`src/rtl/aurora_pkg.sv`:
```
// aurora_pkg: shared NFC state encoding, default NFC payloads and request/response structs.
package aurora_pkg;
    typedef enum logic [1:0] {OPEN, XOFF_SEND, HELD, XON_SEND} nfc_state_e;
    localparam logic [15:0] XOFF_CODE = 16'h0010;
    localparam logic [15:0] XON_CODE  = 16'h0000;
    typedef struct packed {
        logic [15:0] data;
    } axis_nfc_t;
    typedef struct packed {
        logic      tvalid;
        axis_nfc_t t;
    } axis_nfc_req_t;
    typedef struct packed {
        logic tready;
    } axis_nfc_resp_t;
endpackage

```
`src/rtl/nfc_level_aggregator.sv`:
```
// nfc_level_aggregator: registers per-channel levels/enables and folds them into one
// congestion flag with XOFF/XON hysteresis.
module nfc_level_aggregator #(
    parameter int NumChannels = 1,
    parameter int LevelWidth  = 5,
    parameter int XoffLevel   = 8,
    parameter int XonLevel    = 4
) (
    input  logic                              clk,
    input  logic                              reset_n,
    input  logic [NumChannels-1:0]            chan_en,
    input  logic [NumChannels*LevelWidth-1:0] fill_level,
    output logic                              congested
);
    logic [NumChannels-1:0]            en_q;
    logic [NumChannels*LevelWidth-1:0] level_q;
    logic [NumChannels-1:0]            hi, lo;
    for (genvar i = 0; i < NumChannels; i++) begin : g_ch
        assign hi[i] = en_q[i] && level_q[i*LevelWidth +: LevelWidth] >= LevelWidth'(XoffLevel);
        assign lo[i] = !en_q[i] || level_q[i*LevelWidth +: LevelWidth] <= LevelWidth'(XonLevel);
    end
    // With nothing enabled, lo is all ones and hi is zero, so the flag clears.
    always_ff @(posedge clk or negedge reset_n) begin
        if (!reset_n) begin
            en_q      <= '0;
            level_q   <= '0;
            congested <= 1'b0;
        end else begin
            en_q      <= chan_en;
            level_q   <= fill_level;
            congested <= |hi ? 1'b1 : &lo ? 1'b0 : congested;
        end
    end
endmodule

```
`src/rtl/aurora_nfc_flow_ctrl.sv`:
```
// aurora_nfc_flow_ctrl: issues Aurora NFC XOFF/XON frames from downstream buffer
// congestion, optionally refreshing XOFF periodically while the partner is paused.
module aurora_nfc_flow_ctrl
    import aurora_pkg::*;
#(
    parameter int          NumChannels   = 1,
    parameter int          LevelWidth    = 5,
    parameter int          XoffLevel     = 8,
    parameter int          XonLevel      = 4,
    parameter logic [15:0] XoffCode      = XOFF_CODE,
    parameter logic [15:0] XonCode       = XON_CODE,
    parameter int          RefreshCycles = 0,
    parameter int          CountWidth    = 16
) (
    input  logic                              clk,
    input  logic                              reset_n,
    input  logic                              channel_up,
    input  logic [NumChannels-1:0]            chan_en,
    input  logic [NumChannels*LevelWidth-1:0] fill_level,
    output axis_nfc_req_t                     nfc_req,
    input  axis_nfc_resp_t                    nfc_resp,
    output logic                              congested,
    output logic                              xoff_active,
    output logic [CountWidth-1:0]             xoff_count
);
    localparam int RefW = RefreshCycles > 1 ? $clog2(RefreshCycles) : 1;
    localparam logic [RefW-1:0] RefLoad = RefreshCycles > 0 ? RefW'(RefreshCycles - 1) : '0;
    nfc_state_e      state_q, state_d;
    logic            act_d;
    logic [CountWidth-1:0] cnt_d;
    logic [RefW-1:0] ref_q, ref_d;
    nfc_level_aggregator #(
        .NumChannels(NumChannels),
        .LevelWidth (LevelWidth),
        .XoffLevel  (XoffLevel),
        .XonLevel   (XonLevel)
    ) u_agg (
        .clk       (clk),
        .reset_n   (reset_n),
        .chan_en   (chan_en),
        .fill_level(fill_level),
        .congested (congested)
    );
    always_comb begin
        state_d = state_q;
        act_d   = xoff_active;
        cnt_d   = xoff_count;
        ref_d   = ref_q;
        if (!channel_up) begin
            state_d = OPEN;
            act_d   = 1'b0;
            ref_d   = '0;
        end else begin
            case (state_q)
                OPEN:      if (congested) state_d = XOFF_SEND;
                XOFF_SEND: if (nfc_resp.tready) begin
                    state_d = HELD;
                    act_d   = 1'b1;
                    ref_d   = RefLoad;
                    cnt_d   = &xoff_count ? xoff_count : xoff_count + 1'b1;
                end
                HELD: begin
                    if (!congested) state_d = XON_SEND;
                    else if (RefreshCycles > 0 && ref_q == '0) state_d = XOFF_SEND;
                    else if (ref_q != '0) ref_d = ref_q - 1'b1;
                end
                XON_SEND: if (nfc_resp.tready) begin
                    state_d = OPEN;
                    act_d   = 1'b0;
                end
                default: state_d = OPEN;
            endcase
        end
    end
    always_ff @(posedge clk or negedge reset_n) begin
        if (!reset_n) begin
            state_q     <= OPEN;
            xoff_active <= 1'b0;
            xoff_count  <= '0;
            ref_q       <= '0;
        end else begin
            state_q     <= state_d;
            xoff_active <= act_d;
            xoff_count  <= cnt_d;
            ref_q       <= ref_d;
        end
    end
    // Request is a pure decode of the state register, so it cannot glitch on tready.
    always_comb begin
        nfc_req.tvalid = state_q == XOFF_SEND || state_q == XON_SEND;
        nfc_req.t.data = state_q == XOFF_SEND ? XoffCode : state_q == XON_SEND ? XonCode : '0;
    end
endmodule
```
`config.mk`:
```
export PLATFORM = sky130hd
export DESIGN_NAME = aurora_nfc_flow_ctrl
export DESIGN_NICKNAME = d
export VERILOG_FILES = /design/src/rtl/aurora_pkg.sv /design/src/rtl/nfc_level_aggregator.sv /design/src/rtl/aurora_nfc_flow_ctrl.sv
export SDC_FILE = /design/constraint.sdc
export NUM_CORES = 1
export LEC_CHECK = 0
export CORE_AREA = 3 3 71 73
export DETAILED_ROUTE_END_ITERATION = 16
export DIE_AREA = 0 0 74 76
export PLACE_DENSITY = 0.62
export SLEW_MARGIN = 20
export SYNTH_ARGS = -nofsm -noshare
export SYNTH_HDL_FRONTEND = slang
export SYNTH_HIERARCHICAL = 1
export SYNTH_SLANG_ARGS = --single-unit
```
`constraint.sdc`:
```
create_clock -name clk -period 2.2 [get_ports clk]
set_input_delay 0.44 -clock clk [delete_from_list [all_inputs] [get_ports clk]]
set_output_delay 0.44 -clock clk [all_outputs]
set_load 0.05 [all_outputs]
```
==> results of run 1 <==
-- state kept, by name, indices dropped and copies added (netlist names) --
name and cells:
u_agg/en_q 1, xoff_count 16, u_agg/congested 1, state_q 2, xoff_active 1, u_agg/level_q 5
-- cell type report --
class	count	area [µm²]
Clock buffer	3	41.3
Fill cell	440	2760
Inverter	4	15.0
Multi-Input combinational cell	88	591
Sequential cell	26	651
Tap cell	52	65.1
Timing Repair Buffer	30	293
-- power by group through the flow --
| stage | Sequential, W | Clock, W | Combinational (W) |
|---|---|---|---|
| global placement | 0.000620 | 0 | 0.000627 |
| global route | 0.000632 | 0.000296 | 0.000698 |
| floorplan | 0.000749 | 0 | 0.000346 |
| finish | 0.000618 | 0.000256 | 0.000640 |
| detailed placement | 0.000628 | 0 | 0.000644 |
| CTS | 0.000619 | 0.000273 | 0.000648 |
-- worst reg2reg max path: cells and delay by family, from the launching register on --
family	cells	cell delay, ns
simple gates	3	0.83
mux	1	0.30
flops	1	0.46
fa+ha+maj	1	0.26
-- through the flow --
| stage | total power (W) | cells |
|---|---|---|
| global placement | 0.00125 | 200 |
| CTS | 0.00154 | 203 |
| detailed placement | 0.00127 | 200 |
| floorplan | 0.00110 | 135 |
| finish | 0.00151 | 203 |
| global route | 0.00163 | 203 |
-- path summary, 6_finish.rpt --
check                                from              to  slack [ns]  cells past startpoint
setup / recovery            xoff_count[7]   xoff_count[7]        0.17                      1
hold / removal             xoff_count[12]  xoff_count[12]        0.49                      1
setup reg to reg            xoff_count[0]   xoff_count[1]        0.24                      5
hold reg to reg            xoff_count[12]  xoff_count[12]        0.49                      1
max in group asynchronous         reset_n     xoff_active        1.40                      2
min in group asynchronous         reset_n      state_q[0]        0.55                      2
-- kinds of logic after synthesis --
group           count (synthesis)
fa+ha+maj                       6
other cells                     1
compound gates                  8
flops                          26
mux                             3
xor+xnor                       14
buf+inv                        21
simple gates                   42
-- synth_stat cells, types with 3 or more instances --
| library cell | instances |
|---|---|
| dfrtp_1 | 26 |
| buf_4 | 15 |
| nand3_1 | 9 |
| xor2_1 | 8 |
| nor2_1 | 7 |
| ha_1 | 6 |
| nand2_1 | 6 |
| xnor2_1 | 6 |
| nor3_1 | 5 |
| inv_1 | 4 |
| a21oi_1 | 3 |
| and3_2 | 3 |
-- metal layers --
layer | global-route usage, % | up-vias
met5 | 0 | -
met4 | 2.36 | 0
met3 | 3.43 | 2
met2 | 16.0 | 40
met1 | 12.5 | 421
li1 | - | 439
-- placed cells by master (no fill, tap or decap), drive strengths merged --
| master | count |
|---|---|
| clkdlybuf4s50 | 27 |
| ha | 6 |
| a21oi | 3 |
| nand2 | 8 |
| o211ai | 1 |
| clkbuf | 3 |
| nand4 | 2 |
| buf | 3 |
| xnor2 | 6 |
| or2 | 1 |
| o21ai | 1 |
| conb | 15 |
| inv | 4 |
| or3 | 2 |
| and3 | 5 |
| o311ai | 1 |
| mux2 | 1 |
| xor2 | 8 |
| and4 | 1 |
| nor4 | 2 |
| mux2i | 2 |
| nor2 | 7 |
| nand3 | 9 |
| a211oi | 1 |
| dfrtp | 26 |
| nor3 | 5 |
| a21boi | 1 |
==> flow_summary.yaml, run 1 <==
clock_tree:
  hold_buffers: 0
  htreeDepth: 1
  cts.repair.resized: 0
  cts.sinks: 26
  post_cts_buffers: 0
  root_buffer: "clkbuf_8"
  cts_buffer_depth: 2
  numCtsBuffers: 3
  clkLatencyLatePin_ns: 0.26
  clkSlewWorstSetupHoldPaths_ns: 0.08
  cts_tree: "yes"
logic_synthesis:
  synth_fa_ha_area_share_pct: 5.64
  muxShareOfSynthArea_pct: 2.63
  syn_area_per_cell_um2: 11.0
  ys_seq_elements: 26
  async_reset_ff_share_pct: 100
  synthXorXnorAreaFrac_pct: 9.21
  yosys-top-cells-area: "dfrtp_1, buf_4, ha_1"
  syn-cell-area_um2: 1330
  yosys.area_share.simple_pct: 17.5
  yosysWarningCount: 6
  synth_flop_cell: "dfrtp_1"
  synth_seq_area_share_pct: 48.9
  ys_types: 30
  syn_inst: 121
  synth-edff-count: 0
  synth_top_family_by_area: "simple AND/OR/NAND/NOR gates"
  synth_top_area_share_pct: 48.9
  synth-compound-area-share_pct: 5.17
  synth_top_cell_by_area: "dfrtp_1"
cells_and_area:
  final_util_pct: 37.5
  layout.nets: 169
  design_area_um2: 1660
  layout-drive-gt1-share_pct: 9.93
  antenna_cells: 0
  syn2layout_area_growth_pct: 24.3
routing:
  route.top_layer_used: "met4"
  met2_length_mm: 1.14
  wl_met3_um: 262
  drcViolationCount: 0
  ant_nets: 0
  wl_per_cell_um: 12.2
  totalWireLength_mm: 2.47
  dr.pass1.iters: 4
  drt_iter0_drc: 53
  via_count: 902
  wl_met1_mm: 1.06
  viasPerCell: 4.44
floorplan:
  core_area_um2: 4410
  fp.dieH_um: 76
  dieArea_um2: 5620
  num_rows: 24
  fp.dieW_um: 74
  ios: 45
  initial_core_util_pct: 30.2
global_routing:
  first_global_vias: 950
  antenna_found_initial: 0
  grt_max_degree: 27
  grt.total_usage_pct: 9.90
  overflow: 0
  grt_pass1_wl_mm: 4.46
placement:
  gp_congestion: 0.850
  post-place-ws_ns: 0.182
  placed_area_um2: 1610
  port_buffers: 29
  hpwl_mm: 1.94
sta:
  fin_skew_ns: 0.00169
  setup_violations: 0
  min_period_ns: 2.03
  setup_ws_ns: 0.169
  max_freq_ghz: 0.492
  post-route-period-util_pct: 92.3
  worstMarginPinSlew_ns: 0.511
  rsz0062_at_grt: "no"
  setup_tns_ns: 0
  slew_headroom_pct: 65.8
  finalHoldViolCount: 0
  finalMaxSlewViolations: 0
  holdWs_ns: 0.494
power:
  switching_share_pct: 42.5
  p_int_w: 0.000871
  p_clk_share_pct: 16.9
  p_comb_share_pct: 42.3
  powerDensity_nw_per_um2: 914
  p_switching_w: 0.000643
  pwr-share-seq_pct: 40.8
  max-vdd-ir-drop_uv: 427
  p_leak_nw: 0.779
setup_path:
  crit_chain: "clkdlybuf4s50_1"
  worstSetupStartpointType: "register"
  cp_max_fo: 6
  max_stage_delay_ns: 0.85
  cp_num_buf_inv: 1
  crit_family: "buffers and inverters"
  cp.arrival_ns: 1.59
  worst_setup_path_end_kind: "output port"
  critPathSlowestCell: "clkdlybuf4s50_1"
  critPathKind: "reg2out"
  worstPathRequired_ns: 1.76
run_status:
  status: "finished, final reports clean"
worst_hold_path:
  hold_path_class: "reg2reg"
flow_run:
  cap_violations: 0
Power figures use the tool's default switching activity.
==> run 2: changes to the inputs <==
- CORE_AREA: 3 3 71 73 -> 3 3 59 61
- DIE_AREA: 0 0 74 76 -> 0 0 62 64
- PLACE_DENSITY: 0.62 -> 0.84
==> flow_summary.yaml, run 2 (synthesis gave the netlist of run 1 again) <==
cells_and_area:
  final_common_cell: "clkdlybuf4s50_1"
  largest-register: "xoff_count"
  layout-drive-gt1-share_pct: 11.7
  layout.nets: 171
  reg_top3: "xoff_count (16), u_agg/level_q (5), state_q (2)"
  layout_common_cells: "clkdlybuf4s50_1, dfrtp_1, conb_1"
  finalNonFillerCells: 198
  antenna_cells: 0
  largest_reg_flops: 16
  syn2layout_area_growth_pct: 24.3
  nFillCells: 263
placement:
  post-place-ws_ns: 0.107
  gp_congestion: 0.853
  place_inst: 194
  hpwl_mm: 1.93
  port_buffers: 29
setup_path:
  worstSetupStartpointType: "register"
  crit_family: "buffers and inverters"
  cp_max_fo: 6
  critPathSlowestCell: "clkdlybuf4s50_1"
  cp.arrival_ns: 1.66
  worstPathRequired_ns: 1.76
  worst_setup_path_end_kind: "output port"
  r2r_start: "state_q[1]"
  cp.depth: 1
  critPathKind: "reg2out"
  cp_num_buf_inv: 1
  r2r_cells: 6
  crit_chain: "clkdlybuf4s50_1"
  cp-startpoint: "xoff_count[7]"
  max_stage_delay_ns: 0.85
floorplan:
  dieArea_um2: 3970
  core_area_um2: 3030
  fp.dieW_um: 62
  fp.dieH_um: 64
  initial_core_util_pct: 44.0
  num_rows: 20
  ios: 45
routing:
  totalWireLength_mm: 2.52
  wl_per_cell_um: 12.7
  ant_nets: 0
  dr.pass1.iters: 4
  drt_iter0_drc: 36
  viasPerCell: 4.73
  route.top_layer_used: "met4"
  wl_met3_um: 182
  wl_met1_mm: 1.01
  met2_length_mm: 1.29
  via_count: 937
  drcViolationCount: 0
clock_tree:
  root_buffer: "clkbuf_4"
  cts_buffer_depth: 2
  clkSlewWorstSetupHoldPaths_ns: 0.13
  numCtsBuffers: 3
  clkLatencyLatePin_ns: 0.31
  hold_buffers: 0
  post_cts_buffers: 0
  cts.repair.resized: 0
  cts.sinks: 26
  cts_tree: "yes"
  htreeDepth: 1
sta:
  finalHoldViolCount: 0
  setup_ws_ns: 0.0953
  fin_skew_ns: 0.00288
  holdWs_ns: 0.464
  rsz0062_at_grt: "no"
  worstMarginPinSlew_ns: 0.499
  min_period_ns: 2.10
  post-route-period-util_pct: 95.7
  slew_headroom_pct: 66.6
  setup_violations: 0
  setup_tns_ns: 0
  finalMaxSlewViolations: 0
  max_freq_ghz: 0.475
power:
  powerDensity_nw_per_um2: 924
  max-vdd-ir-drop_uv: 468
  p_leak_nw: 0.789
global_routing:
  overflow: 0
  first_global_vias: 938
  antenna_found_initial: 0
  grt.total_usage_pct: 14.0
  grt_pass1_wl_mm: 4.13
  grt_max_degree: 27
flow_run:
  cap_violations: 0
worst_hold_path:
  hold_path_class: "in2async"
run_status:
  status: "finished, final reports clean"
## run 2: stage by stage
step	instance area [µm²]	total power, W	util, %
2_1_floorplan	1380	0.00110	-
3_3_place_gp	1620	0.00127	53.5
3_5_place_dp	1620	0.00130	53.5
4_1_cts	1660	0.00154	54.7
5_1_grt	1660	0.00162	54.7
6_report	1660	0.00153	54.7
## run 2: final cells by class
| type | count | area (µm²) | share of cell area, % |
|---|---|---|---|
| clock buffer | 4 | 36.3 | 2.19 |
| inverter | 4 | 15.0 | 0.907 |
| multi-input combinational | 88 | 591 | 35.7 |
| sequential | 26 | 651 | 39.3 |
| tap | 44 | 55.1 | 3.33 |
| timing repair buffer | 32 | 308 | 18.6 |
## run 2: routing by layer
layer	global-route usage, %	up-vias
li1	-	445
met5	0	-
met1	17.9	438
met4	4.77	0
met2	23.6	49
met3	2.02	5
## run 2: worst paths after layout
check,end,slack (ns)
worst max register to register,xoff_count[15],0.31
max in group asynchronous,xoff_count[1],1.49
min in group clk,xoff_count[12],0.50
worst min register to register,xoff_count[12],0.50
worst max-delay path,xoff_count[7],0.1
worst min-delay path,xoff_count[7],0.46
## run 2: worst register-to-register path: stages (launching register included)
cell and delay [ns]:
dfrtp_1 0.44, inv_1 0.12, ha_1 0.21, and3_2 0.29, o311ai_4 0.18, nor4_1 0.39
xor2_1 0.20
## run 2: report_power, final
group / switching, W / leakage (nW) / internal, W
registers: 0.0000600 / 0.340 / 0.000538
clock network: 0.000130 / 0.0210 / 0.000101
logic: 0.000465 / 0.428 / 0.000234
